**src/rtl/ex_div_seq_pkg.sv**
```systemverilog
// Shared definitions for the EX-stage DIV/DIVU sequencer: state encodings,
// iteration count and the aluop codes EX decodes to launch a division.
package ex_div_seq_pkg;

   typedef enum logic [1:0] {
      DIV_IDLE = 2'b00,
      DIV_DBZ  = 2'b01,
      DIV_ON   = 2'b10,
      DIV_END  = 2'b11
   } div_state_t;

   localparam int DIV_CYCLES = 32;

   localparam logic [7:0] EXE_DIV_OP  = 8'b0001_1010;
   localparam logic [7:0] EXE_DIVU_OP = 8'b0001_1011;

endpackage

```
**src/rtl/ex_div_seq_div_step.sv**
```systemverilog
// One restoring-division iteration: shift {rem,quo} left, trial-subtract the
// divisor, and keep the difference only when no borrow occurred.
module div_step
   import ex_div_seq_pkg::*;
#(
   parameter int DATA_W = DIV_CYCLES
) (
   input  logic [DATA_W-1:0] rem,
   input  logic [DATA_W-1:0] quo,
   input  logic [DATA_W-1:0] divisor,
   output logic [DATA_W-1:0] rem_next,
   output logic [DATA_W-1:0] quo_next
);

   logic [DATA_W:0] shifted_s;
   logic [DATA_W:0] trial_s;
   logic            borrow_s;

   // rem < divisor always holds, so the top bit of the (DATA_W+1)-bit difference is the borrow
   always_comb begin
      shifted_s = {rem, quo[DATA_W-1]};
      trial_s   = shifted_s - {1'b0, divisor};
      borrow_s  = trial_s[DATA_W];
      rem_next  = borrow_s ? shifted_s[DATA_W-1:0] : trial_s[DATA_W-1:0];
      quo_next  = {quo[DATA_W-2:0], ~borrow_s};
   end

endmodule

```
**src/rtl/ex_div_seq.sv**
```systemverilog
// Multi-cycle DIV/DIVU sequencer: radix-2 restoring divider, one quotient bit
// per cycle, stalling the pipeline until the {HI,LO} result is ready.
module ex_div_seq
   import ex_div_seq_pkg::*;
#(
   parameter int DATA_W = DIV_CYCLES,
   parameter int CNT_W  = 6
) (
   input  logic                  clk,
   input  logic                  rst,
   input  logic                  start_in,
   input  logic                  signed_in,
   input  logic                  annul_in,
   input  logic [DATA_W-1:0]     dividend_in,
   input  logic [DATA_W-1:0]     divisor_in,
   output logic [2*DATA_W-1:0]   result_out,
   output logic                  ready_out,
   output logic                  stall_req_out
);

   localparam logic [CNT_W-1:0]  LAST_CNT = CNT_W'(DATA_W - 1);
   localparam logic [CNT_W-1:0]  CNT_ONE  = {{(CNT_W-1){1'b0}}, 1'b1};
   localparam logic [DATA_W-1:0] ZERO     = {DATA_W{1'b0}};

   div_state_t        state_r;
   div_state_t        state_nxt;
   logic [CNT_W-1:0]  cnt_r;
   logic [DATA_W-1:0] rem_r;
   logic [DATA_W-1:0] quo_r;
   logic [DATA_W-1:0] dvs_r;
   logic              neg_quo_r;
   logic              neg_rem_r;
   logic              accept_s;
   logic [DATA_W-1:0] dividend_mag_s;
   logic [DATA_W-1:0] divisor_mag_s;
   logic [DATA_W-1:0] rem_step_s;
   logic [DATA_W-1:0] quo_step_s;
   logic [DATA_W-1:0] quo_fix_s;
   logic [DATA_W-1:0] rem_fix_s;

   div_step #(.DATA_W(DATA_W)) u_step (
      .rem      (rem_r),
      .quo      (quo_r),
      .divisor  (dvs_r),
      .rem_next (rem_step_s),
      .quo_next (quo_step_s)
   );

   // Operand magnitudes and the sign-corrected final step result
   always_comb begin
      dividend_mag_s = (signed_in && dividend_in[DATA_W-1]) ? (ZERO - dividend_in) : dividend_in;
      divisor_mag_s  = (signed_in && divisor_in[DATA_W-1])  ? (ZERO - divisor_in)  : divisor_in;
      quo_fix_s      = neg_quo_r ? (ZERO - quo_step_s) : quo_step_s;
      rem_fix_s      = neg_rem_r ? (ZERO - rem_step_s) : rem_step_s;
   end

   // Next-state logic and stall request
   always_comb begin
      state_nxt     = state_r;
      accept_s      = 1'b0;
      stall_req_out = 1'b0;
      case (state_r)
         DIV_IDLE: begin
            if (start_in && !annul_in) begin
               accept_s      = 1'b1;
               stall_req_out = 1'b1;
               state_nxt     = (divisor_in == ZERO) ? DIV_DBZ : DIV_ON;
            end else begin
               state_nxt = DIV_IDLE;
            end
         end
         DIV_DBZ: begin
            stall_req_out = 1'b1;
            state_nxt     = annul_in ? DIV_IDLE : DIV_END;
         end
         DIV_ON: begin
            stall_req_out = 1'b1;
            if (annul_in) begin
               state_nxt = DIV_IDLE;
            end else if (cnt_r == LAST_CNT) begin
               state_nxt = DIV_END;
            end else begin
               state_nxt = DIV_ON;
            end
         end
         DIV_END: begin
            state_nxt = DIV_IDLE;
         end
         default: begin
            state_nxt = DIV_IDLE;
         end
      endcase
   end

   // State, datapath and registered result/ready
   always_ff @(posedge clk or posedge rst) begin
      if (rst) begin
         state_r    <= DIV_IDLE;
         cnt_r      <= {CNT_W{1'b0}};
         rem_r      <= ZERO;
         quo_r      <= ZERO;
         dvs_r      <= ZERO;
         neg_quo_r  <= 1'b0;
         neg_rem_r  <= 1'b0;
         result_out <= {2*DATA_W{1'b0}};
         ready_out  <= 1'b0;
      end else begin
         state_r   <= state_nxt;
         ready_out <= (state_nxt == DIV_END);
         case (state_r)
            DIV_IDLE: begin
               if (accept_s) begin
                  cnt_r     <= {CNT_W{1'b0}};
                  rem_r     <= ZERO;
                  quo_r     <= dividend_mag_s;
                  dvs_r     <= divisor_mag_s;
                  neg_quo_r <= signed_in & (dividend_in[DATA_W-1] ^ divisor_in[DATA_W-1]);
                  neg_rem_r <= signed_in & dividend_in[DATA_W-1];
               end
            end
            DIV_DBZ: begin
               cnt_r <= {CNT_W{1'b0}};
               if (!annul_in) begin
                  result_out <= {2*DATA_W{1'b0}};
               end
            end
            DIV_ON: begin
               if (annul_in) begin
                  cnt_r <= {CNT_W{1'b0}};
               end else begin
                  rem_r <= rem_step_s;
                  quo_r <= quo_step_s;
                  if (cnt_r == LAST_CNT) begin
                     cnt_r      <= {CNT_W{1'b0}};
                     result_out <= {rem_fix_s, quo_fix_s};
                  end else begin
                     cnt_r <= cnt_r + CNT_ONE;
                  end
               end
            end
            default: begin
               cnt_r <= cnt_r;
            end
         endcase
      end
   end

endmodule

```
**config.mk**
```make
export PLATFORM = sky130hd
export DESIGN_NAME = ex_div_seq
export DESIGN_NICKNAME = d
export VERILOG_FILES = /design/src/rtl/ex_div_seq_pkg.sv /design/src/rtl/ex_div_seq_div_step.sv /design/src/rtl/ex_div_seq.sv
export SDC_FILE = /design/constraint.sdc
export NUM_CORES = 1
export LEC_CHECK = 0
export BUFFER_PORTS_ARGS = -buffer_cell sky130_fd_sc_hd__buf_2
export CORE_AREA = 4 4 161 163
export CTS_CLUSTER_DIAMETER = 30
export DETAILED_ROUTE_END_ITERATION = 10
export DIE_AREA = 0 0 165 167
export PLACE_DENSITY = 0.75
export SETUP_SLACK_MARGIN = 0.5
export SYNTH_ARGS = -nofsm -noshare
export SYNTH_HDL_FRONTEND = slang
export SYNTH_SLANG_ARGS = --single-unit
```
**constraint.sdc**
```tcl
create_clock -name clk -period 6.8 [get_ports clk]
set_input_delay 0 -clock clk [delete_from_list [all_inputs] [get_ports clk]]
set_output_delay 0 -clock clk [all_outputs]
set_load 0.1 [all_outputs]
```
Word-level counts from Yosys, hierarchy flattened
Cells that the tools add are included.

Register bits: 171. Bits in latches: 0. Bits in writable memories: 0. Bits in read-only memories: 0. Bits of input ports: 69. Output and inout port bits: 66. Memories: 0.

Add/subtract/negate cells: 6. Multiply operators: 0. Div/mod/pow operators: 0. $lt $le $gt $ge: 0. Eq/ne operators: 9. Shift-type cells: 0. Multiplexer cells: 28. Bitwise gates (word level): 4. Reduce and logical (&&, ||, !) cells: 14.

Operator list (number): 32-bit two-way mux (9); 64-bit two-way mux (3); 32-bit one-hot mux with 2 select lines (2); 64-bit one-hot mux with 2 select lines (1); 1-bit by 32-bit subtractor with 32-bit output, first input constant (4); 33-bit by 32-bit subtractor with 33-bit output (1); 32-bit logical NOT (1); 6-bit two-way mux (3); 6-bit one-hot mux with 3 select lines (1); 2-bit two-way mux (4); 2-bit inequality test, second input constant (4); 2-bit one-hot mux with 4 select lines (1); 6-bit by 1-bit adder with 6-bit output, second input constant (1); 2-bit equality test, second input constant (3); 6-bit by 5-bit equality test with 1-bit output, second input constant (1); 2-bit AND reduction (2); 4-bit AND reduction (1); 2-bit nonzero test (2); 1-bit logical AND (3); 1-bit two-way mux (3); 3-bit AND reduction (1); 3-bit nonzero test (1); 1-bit bitwise AND (2); 2-bit by 1-bit equality test with 1-bit output, second input constant (1); other kinds (6) (6).

Logic depth before layout (Yosys ltp)
Gate-level depths: netlist of run 1.

Word-level depth: 7. Depth in mapped cells: 27. Gate-level depth less buffers: 24.

By module
A second synthesis of run 1 with hierarchy kept.

Cell total of the unflattened synthesis: 1452. Area total of the unflattened synthesis: 12174.2 sq um.

Modules (own cells, without submodules): ex_div_seq (instances 1, cells each 1110, area an instance 9685.5 sq um, seq. area each 4279.1 sq um); div_step (instances 1, cells each 342, area an instance 2488.6 sq um, seq. area each 0.0 sq um).

Least setup slack after synthesis of run 1
No wires, ideal clock.

Path kind: register -> register. From: register quo_r[31]. To: register result_out[62]. Data arrival time: 6101 ps. Data required time: 6671 ps. Path slack: 570 ps. Cell stages (with the launch flop): 26. Buffers on the path: 3. Period minus slack after synthesis: 6230 ps. Path through: dfrtp_1 -> inv_1 -> ha_1 -> inv_1 -> fa_1 -> a21o_1 -> a221oi_4 -> a2111oi_1 -> or2_1 -> buf_2 -> a211o_2 -> nor2_8 -> buf_1 -> buf_2 -> mux2i_1 -> ha_1 -> nand3b_1 -> mux2i_1 -> o2111ai_1 -> or4_1 -> or4_1 -> nor4_2 -> o21ai_2 -> o41ai_2 -> xor2_1 -> o21ai_1.

Cells in the longest elaborated chain, start to end: 7.

Ends and longest elaborated chain: start: declaration (RTL line ex_div_seq.sv:29) `logic [DATA_W-1:0] quo_r;`; start signal: assignment (RTL line ex_div_seq.sv:115) `quo_r <= dividend_mag_s;`; start signal: assignment (RTL line ex_div_seq.sv:132) `quo_r <= quo_step_s;`; 33-bit by 32-bit subtractor with 33-bit output (RTL line ex_div_seq_div_step.sv:22) `trial_s = shifted_s - {1'b0, divisor};`; 32-bit two-way mux * (RTL line ex_div_seq_div_step.sv:24) `rem_next = borrow_s ? shifted_s[DATA_W-1:0] : trial_s[DATA_W-1:0];`; 1-bit by 32-bit subtractor with 32-bit output (RTL line ex_div_seq.sv:54) `rem_fix_s = neg_rem_r ? (ZERO - rem_step_s) : rem_step_s;`; 32-bit two-way mux * (RTL line ex_div_seq.sv:54); 64-bit two-way mux * (RTL line ex_div_seq.sv:133) `if (cnt_r == LAST_CNT) begin`; 64-bit two-way mux * (RTL line ex_div_seq.sv:128) `if (annul_in) begin`; 64-bit one-hot mux with 2 select lines * (RTL line ex_div_seq.sv:110) `case (state_r)`; end signal: assignment (RTL line ex_div_seq.sv:105) `result_out <= {2*DATA_W{1'b0}};`; end signal: assignment (RTL line ex_div_seq.sv:124) `result_out <= {2*DATA_W{1'b0}};`; end signal: assignment (RTL line ex_div_seq.sv:135) `result_out <= {rem_fix_s, quo_fix_s};`; end: declaration (RTL line ex_div_seq.sv:16) `output logic [2*DATA_W-1:0] result_out,`.

Every way passes the cells marked *; elsewhere a longest branch is shown, timed or not. The select of a mux whose other input is x is not followed. A chain may end at the register's enable or synchronous reset.

Final worst setup path of run 1
From: register quo_r[31]. To: register result_out[60].

The elaborated chain is that of the path after synthesis.

==> metrics, run 1 <==
Crit Path Category=flop to flop; diodes inserted=0; top-count cell post-synth=nand2_1; Routed WL=34,300 um; antenna violations before repair=0; Layout Cells excl Fill=1,970; sequential-to-total area share from yosys stat=a little over a third; initial drt markers=1,133; CP arrival=6.28 ns; area of the mapped netlist=12,000 um2; hold_ws=roughly 0.027 ns; io pins=135; crit path from=quo_r[31]$_DFFE_PP0P_; share of layout cells above drive strength 1=between 10% and 20%; Sequential Power Share=39.4%; Synth Area per Inst=8.02 um2; vias per cell=slightly below 6; Hold Path Class=input port to flop; dpl cell area=12,900 um2; synth top area cells=dfrtp_1 36%, o21ai_0 7.9%, nand2_1 7.4%, xor2_1 5.3%, xnor2_1 5.1%; Lkg Pwr=0.00634 uW; flop2flop setup slack=approximately 0.83 ns; placed insts=1,889; top cells by count, synth=238 x nand2_1, 189 x o21ai_0, 171 x dfrtp_1; Synth Net Count=between 1,500 and 2,000; FF-to-FF Start=quo_r[31]$_DFFE_PP0P_; critical path endpoint category=flop; nets=1,744; DIE AREA=27,600 um2; R2R depth=22; r2r endpoint=result_out[60]$_DFFE_PP0P_; H-Tree Level Count=4; CP required=between 7 and 8 ns; P_sw=~1100 uW; RSZ-0062 raised after global routing=no; P_int=just under 2000 uW; fin crit period=5.97 ns; GPL Wtd Cong=~0.95; GRT overflow=0; cell count after synthesis=about 1,500; Clock Power Share=between 30% and 40%; Switching Share=37.2%; Clock Latency Late Sink=roughly 0.44 ns; maxcap violations=0; PortBufs=134; worst slew pin tran=1.08 ns; Post-synth EDFFs=0; ys flop type=dfrtp_1; vias=around 11,000; # DRC=0; Num CTS Buffers=17; Pwr Density=roughly 220 nW/um2; P&R area growth vs syn=16.5%; vias in the first global route=10,400; fin crit share=around 90%; status=completed; post-synthesis cell type count=81; Antenna Nets Post-Route=0; first-pass GRT wire length=55,100 um; GRT Util Overall=around a quarter; Worst Hold Path EP=quo_r[30]$_DFFE_PP0P_; asr flop ratio synth=100%; Worst IR Drop VDD=roughly 0.15 mV; largest net degree at the start of global routing=99; router iterations before antenna repair=6; hold_sp=dividend_in[30]; Synth Register Bits=171; hold path depth=5; crit path launch type=flop; Comb power frac=a little over a quarter; endpoints failing setup=0; Max clock buf depth=2; TritonCTS clock tree=done; Clock Sinks=roughly 170; post-synth top area cell=dfrtp_1; post-route setup TNS=0 ns; Crit Path Max Fanout=7; Setup Skew=0.0145 ns; clk slew on worst S/H paths=0.08 ns; routed length per instance=~17 um; max-slew violations=0; hpwl dp=25,600 um; CTS root buffer=clkbuf_16; Yosys warning total=0; Fin. Hold Viols=0; Relative slew margins=28.1%; fmax=between 150 and 200 MHz; Die Wd=165 um; Chip Height=167 um; Initial Utilization=roughly half; Core Area=24,300 um2; fin area=14,000 um2; # rows=57; top-area cell type share of the netlist area=35.6%
-- kinds of logic after synthesis --
logic type      Yosys count  synth area share (%)
compound gates          460                  22.9
flops                   171                  35.6
buf+inv                 140                  4.44
simple gates            522                  20.3
mux                      21                  1.76
xor+xnor                144                  10.6
fa+ha+maj                42                  4.43
-- worst max-delay path, cell delays in order (launching register included) --
cell	delay, ns
dfrtp_1	0.42
inv_1	0.10
ha_1	0.17
inv_1	0.06
fa_1	0.40
a21o_1	0.23
a221oi_4	0.34
a2111oi_1	0.16
or2_4	0.32
a211o_2	0.40
nor2_8	0.14
mux2i_2	0.27
ha_1	0.24
nand3b_1	0.11
mux2i_2	0.24
o2111ai_1	0.19
or4_1	0.55
or4_1	0.54
nor4_2	0.29
o21ai_2	0.15
o31ai_1	0.31
xnor2_1	0.15
o21ai_1	0.07
-- worst max path at each step --
stage	slack (ns)	depth (start not counted)	endpoint
6_report	0.83	22	result_out[60]$_DFFE_PP0P_
5_1_grt	0.50	23	result_out[60]$_DFFE_PP0P_
4_1_cts	0.62	22	result_out[62]$_DFFE_PP0P_
3_5_place_dp	0.65	22	result_out[62]$_DFFE_PP0P_
3_3_place_gp	0.77	22	result_out[62]$_DFFE_PP0P_
2_1_floorplan	0.57	25	result_out[62]$_DFFE_PP0P_
-- routing by layer --
layer / up-vias / track usage, % / share of wire [%]
met4: 0 / 6.55 / 1.8
met5: - / 0 / 0
li1: 5557 / - / -
met1: 5312 / 39.0 / 48
met3: 52 / 3.21 / 8.0
met2: 468 / 34.9 / 42
-- cell type report --
class | instances | area [um2]
fill | 2218 | 10300
multi-input combinational | 1189 | 7230
sequential | 171 | 4280
timing repair buffer | 193 | 1230
clock buffer | 17 | 425
tap | 324 | 405
inverter | 61 | 234
clock inverter | 15 | 204
-- sequential cells by signal (all words and copies together) (netlist names) --
signal / cells
dvs_r: 32
neg_quo_r: 1
ready_out: 1
state_r: 2
cnt_r: 6
rem_r: 32
quo_r: 32
neg_rem_r: 1
result_out: 64
-- metrics by stage --
step	power [uW]	util, %	setup WS [ns]
finish	3060	57.6	0.828
global placement	2000	52.9	0.766
global route	3230	57.6	0.496
floorplan	1790	-	0.570
detailed placement	2020	52.9	0.646
CTS	3060	57.4	0.618
-- power by group through the flow --
stage / clock, uW / sequential [uW] / combinational (uW)
2_1_floorplan: 0 / 1190 / 596
3_3_place_gp: 0 / 1220 / 786
3_5_place_dp: 0 / 1220 / 796
4_1_cts: 1040 / 1200 / 819
5_1_grt: 1080 / 1220 / 927
6_report: 1020 / 1210 / 839
-- placed cells by master, fill, tap and decap left out, drive strengths merged, types with 5 or more instances in the layout --
master	netlist	final
a211o	5	5
a211oi	5	5
a21o	13	13
a21oi	106	106
a31oi	13	13
and2	12	12
and3	11	11
buf	18	147
clkbuf	61	17
clkinv	0	8
dfrtp	171	171
dlygate4sd3	0	46
ha	41	41
inv	61	68
mux2i	20	20
nand2	238	238
nand2b	12	12
nand3	23	23
nand3b	8	8
nand4	10	10
nor2	103	103
nor3	34	34
nor4	17	17
nor4b	5	5
o211ai	5	5
o21a	12	12
o21ai	213	213
o31ai	37	37
o41ai	9	9
or2	11	11
or3	16	16
or4	8	8
xnor2	71	71
xor2	73	73
-- repair_timing --
item	4_1_cts	5_1_grt
endpoints found under the hold margin	139	0
resized for setup	0	4
hold buffers	46	0
setup buffers	0	3
setup endpoints to repair	0	5
No activity file was read; power rests on OpenSTA's default activity.
==> run 2: changes to the inputs <==
--- a/config.mk
+++ b/config.mk
@@ -10,7 +10,8 @@
 export CTS_CLUSTER_DIAMETER = 30
 export DETAILED_ROUTE_END_ITERATION = 10
 export DIE_AREA = 0 0 165 167
-export PLACE_DENSITY = 0.75
+export HOLD_SLACK_MARGIN = 0.06
+export PLACE_DENSITY = 0.69
 export SETUP_SLACK_MARGIN = 0.5
 export SYNTH_ARGS = -nofsm -noshare
 export SYNTH_HDL_FRONTEND = slang
==> metrics, run 2 (same netlist as run 1, synthesis figures left out) <==
Lkg Pwr=0.00647 uW (+2.0%); final setup margin=0.898 ns (+0.0702 ns); fin crit share=86.8% (-1.0 points); H-Tree Level Count=4 (unchanged); CP required=7.10 ns (about the same); router iterations before antenna repair=6 (unchanged); Initial Utilization=49.4% (unchanged); delay of the slowest cell on the worst path=0.55 ns (about the same); worst slew pin tran=1.04 ns (-0.0345 ns); CP Cell Sequence=inv_1, ha_1, inv_1, fa_1, a21o_1, a221oi_4, a2111oi_2, or2_4, a211o_2, nor2_8, inv_2, a21oi_1, ha_2, nand3_1, mux2i_2, o2111ai_2, or4_1, or4_1, nor4_2, o21ai_2, o41ai_2, xor2_1, o21ai_1; RSZ-0062 raised after global routing=no; Pwr Density=218 nW/um2 (-0.14%); Antenna Nets Post-Route=0 (unchanged); Die Wd=165 um (unchanged); endpoints failing setup=0 (unchanged); Core Area=24,300 um2 (unchanged); DIE AREA=27,600 um2 (unchanged); first-pass GRT wire length=55,700 um (+1.2%); Max clock buf depth=2 (unchanged); CP arrival=6.21 ns (-0.07 ns); fin crit period=5.90 ns (-0.0702 ns); vias in the first global route=10,500 (+0.78%); fmax=169 MHz (+1.2%); hpwl dp=25,600 um (about the same); PortBufs=134 (unchanged); status=completed; Chip Height=167 um (unchanged); delay-heaviest family, CP=compound AO/OA/AOI/OAI gates; Clock Latency Late Sink=0.44 ns (about the same); Crit Path Category=flop to flop; antenna violations before repair=0 (unchanged); Routed WL=34,900 um (+1.9%); nets=1,773 (+1.7%); initial drt markers=1,049 (-7.4%); commonest non-fill, non-tap cells in the layout=238 x nand2_1, 189 x o21ai_0, 171 x dfrtp_1, 134 x buf_2, 105 x a21oi_1; Relative slew margins=29.8% (+1.7 points); largest net degree at the start of global routing=96 (-3.0%); # DRC=0 (unchanged); Largest register FFs=64 (unchanged); Fin. Hold Viols=0 (unchanged); post-route setup TNS=0 ns (unchanged); clk slew on worst S/H paths=0.08 ns (about the same); Setup Skew=0.0169 ns (+0.00233 ns); max-slew violations=0 (unchanged); GRT Util Overall=25.0% (+0.42 points); # rows=57 (unchanged); CP bufs+invs=3 (+1); CTS root buffer=clkbuf_16; Crit Path Max Fanout=7 (unchanged); GPL Wtd Cong=0.933 (-1.4%); P&R area growth vs syn=19.2%; Worst IR Drop VDD=0.158 mV (+4.9%); critical path endpoint category=flop; vias per cell=5.74 (-0.63%); share of layout cells above drive strength 1=13.0% (+0.20 points); Num CTS Buffers=17 (unchanged); most common cell after layout, fill and taps aside=nand2_1; vias=11,500 (+0.83%); io pins=135 (unchanged); crit path launch type=flop; post-place setup slack=0.517 ns (-0.128 ns); Hold Path Class=input port to flop; Biggest register=result_out; GRT overflow=0 (unchanged); diodes inserted=0 (unchanged); routed length per instance=17.5 um (+0.41%); TritonCTS clock tree=done; Critical-path top delay cell=or4_1; Clock Sinks=171 (unchanged); maxcap violations=0 (unchanged)
## run 2: final timing paths
path | end | depth (start not counted) | slack (ns) | startpoint
hold reg to reg | result_out[28]$_DFFE_PP0P_ | 2 | 0.48 | result_out[28]$_DFFE_PP0P_
max in group asynchronous | rem_r[7]$_DFFE_PP0P_ | 4 | 5.42 | rst
setup / recovery | result_out[62]$_DFFE_PP0P_ | 23 | 0.90 | quo_r[31]$_DFFE_PP0P_
setup reg to reg | result_out[62]$_DFFE_PP0P_ | 23 | 0.90 | quo_r[31]$_DFFE_PP0P_
min in group asynchronous | result_out[22]$_DFFE_PP0P_ | 3 | 0.18 | rst
hold / removal | quo_r[7]$_DFFE_PP0P_ | 5 | 0.06 | dividend_in[7]
## run 2: metal layers
layer	wire length (um)	vias up	GRT usage [%]
met4	664	0	7.31
met1	17900	5428	40.6
li1	-	5617	-
met3	2050	56	3.21
met5	0	-	0
met2	14300	383	34.2
## run 2: layout make-up
| type | count | area, um2 |
|---|---|---|
| Sequential cell | 171 | 4280 |
| Timing Repair Buffer | 222 | 1510 |
| Clock inverter | 15 | 218 |
| Tap cell | 324 | 405 |
| Fill cell | 2191 | 9990 |
| Clock buffer | 17 | 425 |
| Inverter | 61 | 234 |
| Multi-Input combinational cell | 1189 | 7260 |
## run 2: what timing repair did
| action | CTS | global route |
|---|---|---|
| pin swaps | 0 | 3 |
| hold buffers | 72 | 0 |
| setup buffers | 0 | 4 |
| setup endpoints to repair | 1 | 6 |
| hold endpoints to repair | 127 | 0 |
| gates resized for setup | 2 | 7 |
## run 2: worst register-to-register path, stage by stage, from the launching register on
cell       delay [ns]
dfrtp_1          0.43
inv_1            0.10
ha_1             0.17
inv_1            0.05
fa_1             0.41
a21o_1           0.23
a221oi_4         0.33
a2111oi_2        0.14
or2_4            0.31
a211o_2          0.40
nor2_8           0.16
inv_2            0.07
a21oi_1          0.20
ha_2             0.24
nand3_1          0.10
mux2i_2          0.25
o2111ai_2        0.20
or4_1            0.55
or4_1            0.55
nor4_2           0.19
o21ai_2          0.16
o41ai_2          0.26
xor2_1           0.18
o21ai_1          0.07
## run 2: power breakdown
part           total, uW  switching (uW)  leakage [uW]  internal [uW]
Combinational        895             563       0.00388            332
Sequential          1200            97.4       0.00228           1100
Clock               1040             499      0.000309            540
## run 2: stage by stage
stage,power (uW),instances,cell area [um2],hold WS (ns),util [%]
3_5_place_dp,2040,1891,12900,0.115,53.0
2_1_floorplan,1790,1500,12000,0.133,-
3_3_place_gp,2030,1891,12900,0.117,53.0
5_1_grt,3300,1999,14300,0.0815,58.9
6_report,3130,1999,14300,0.0598,58.9
4_1_cts,3120,1995,14300,0.0658,58.6
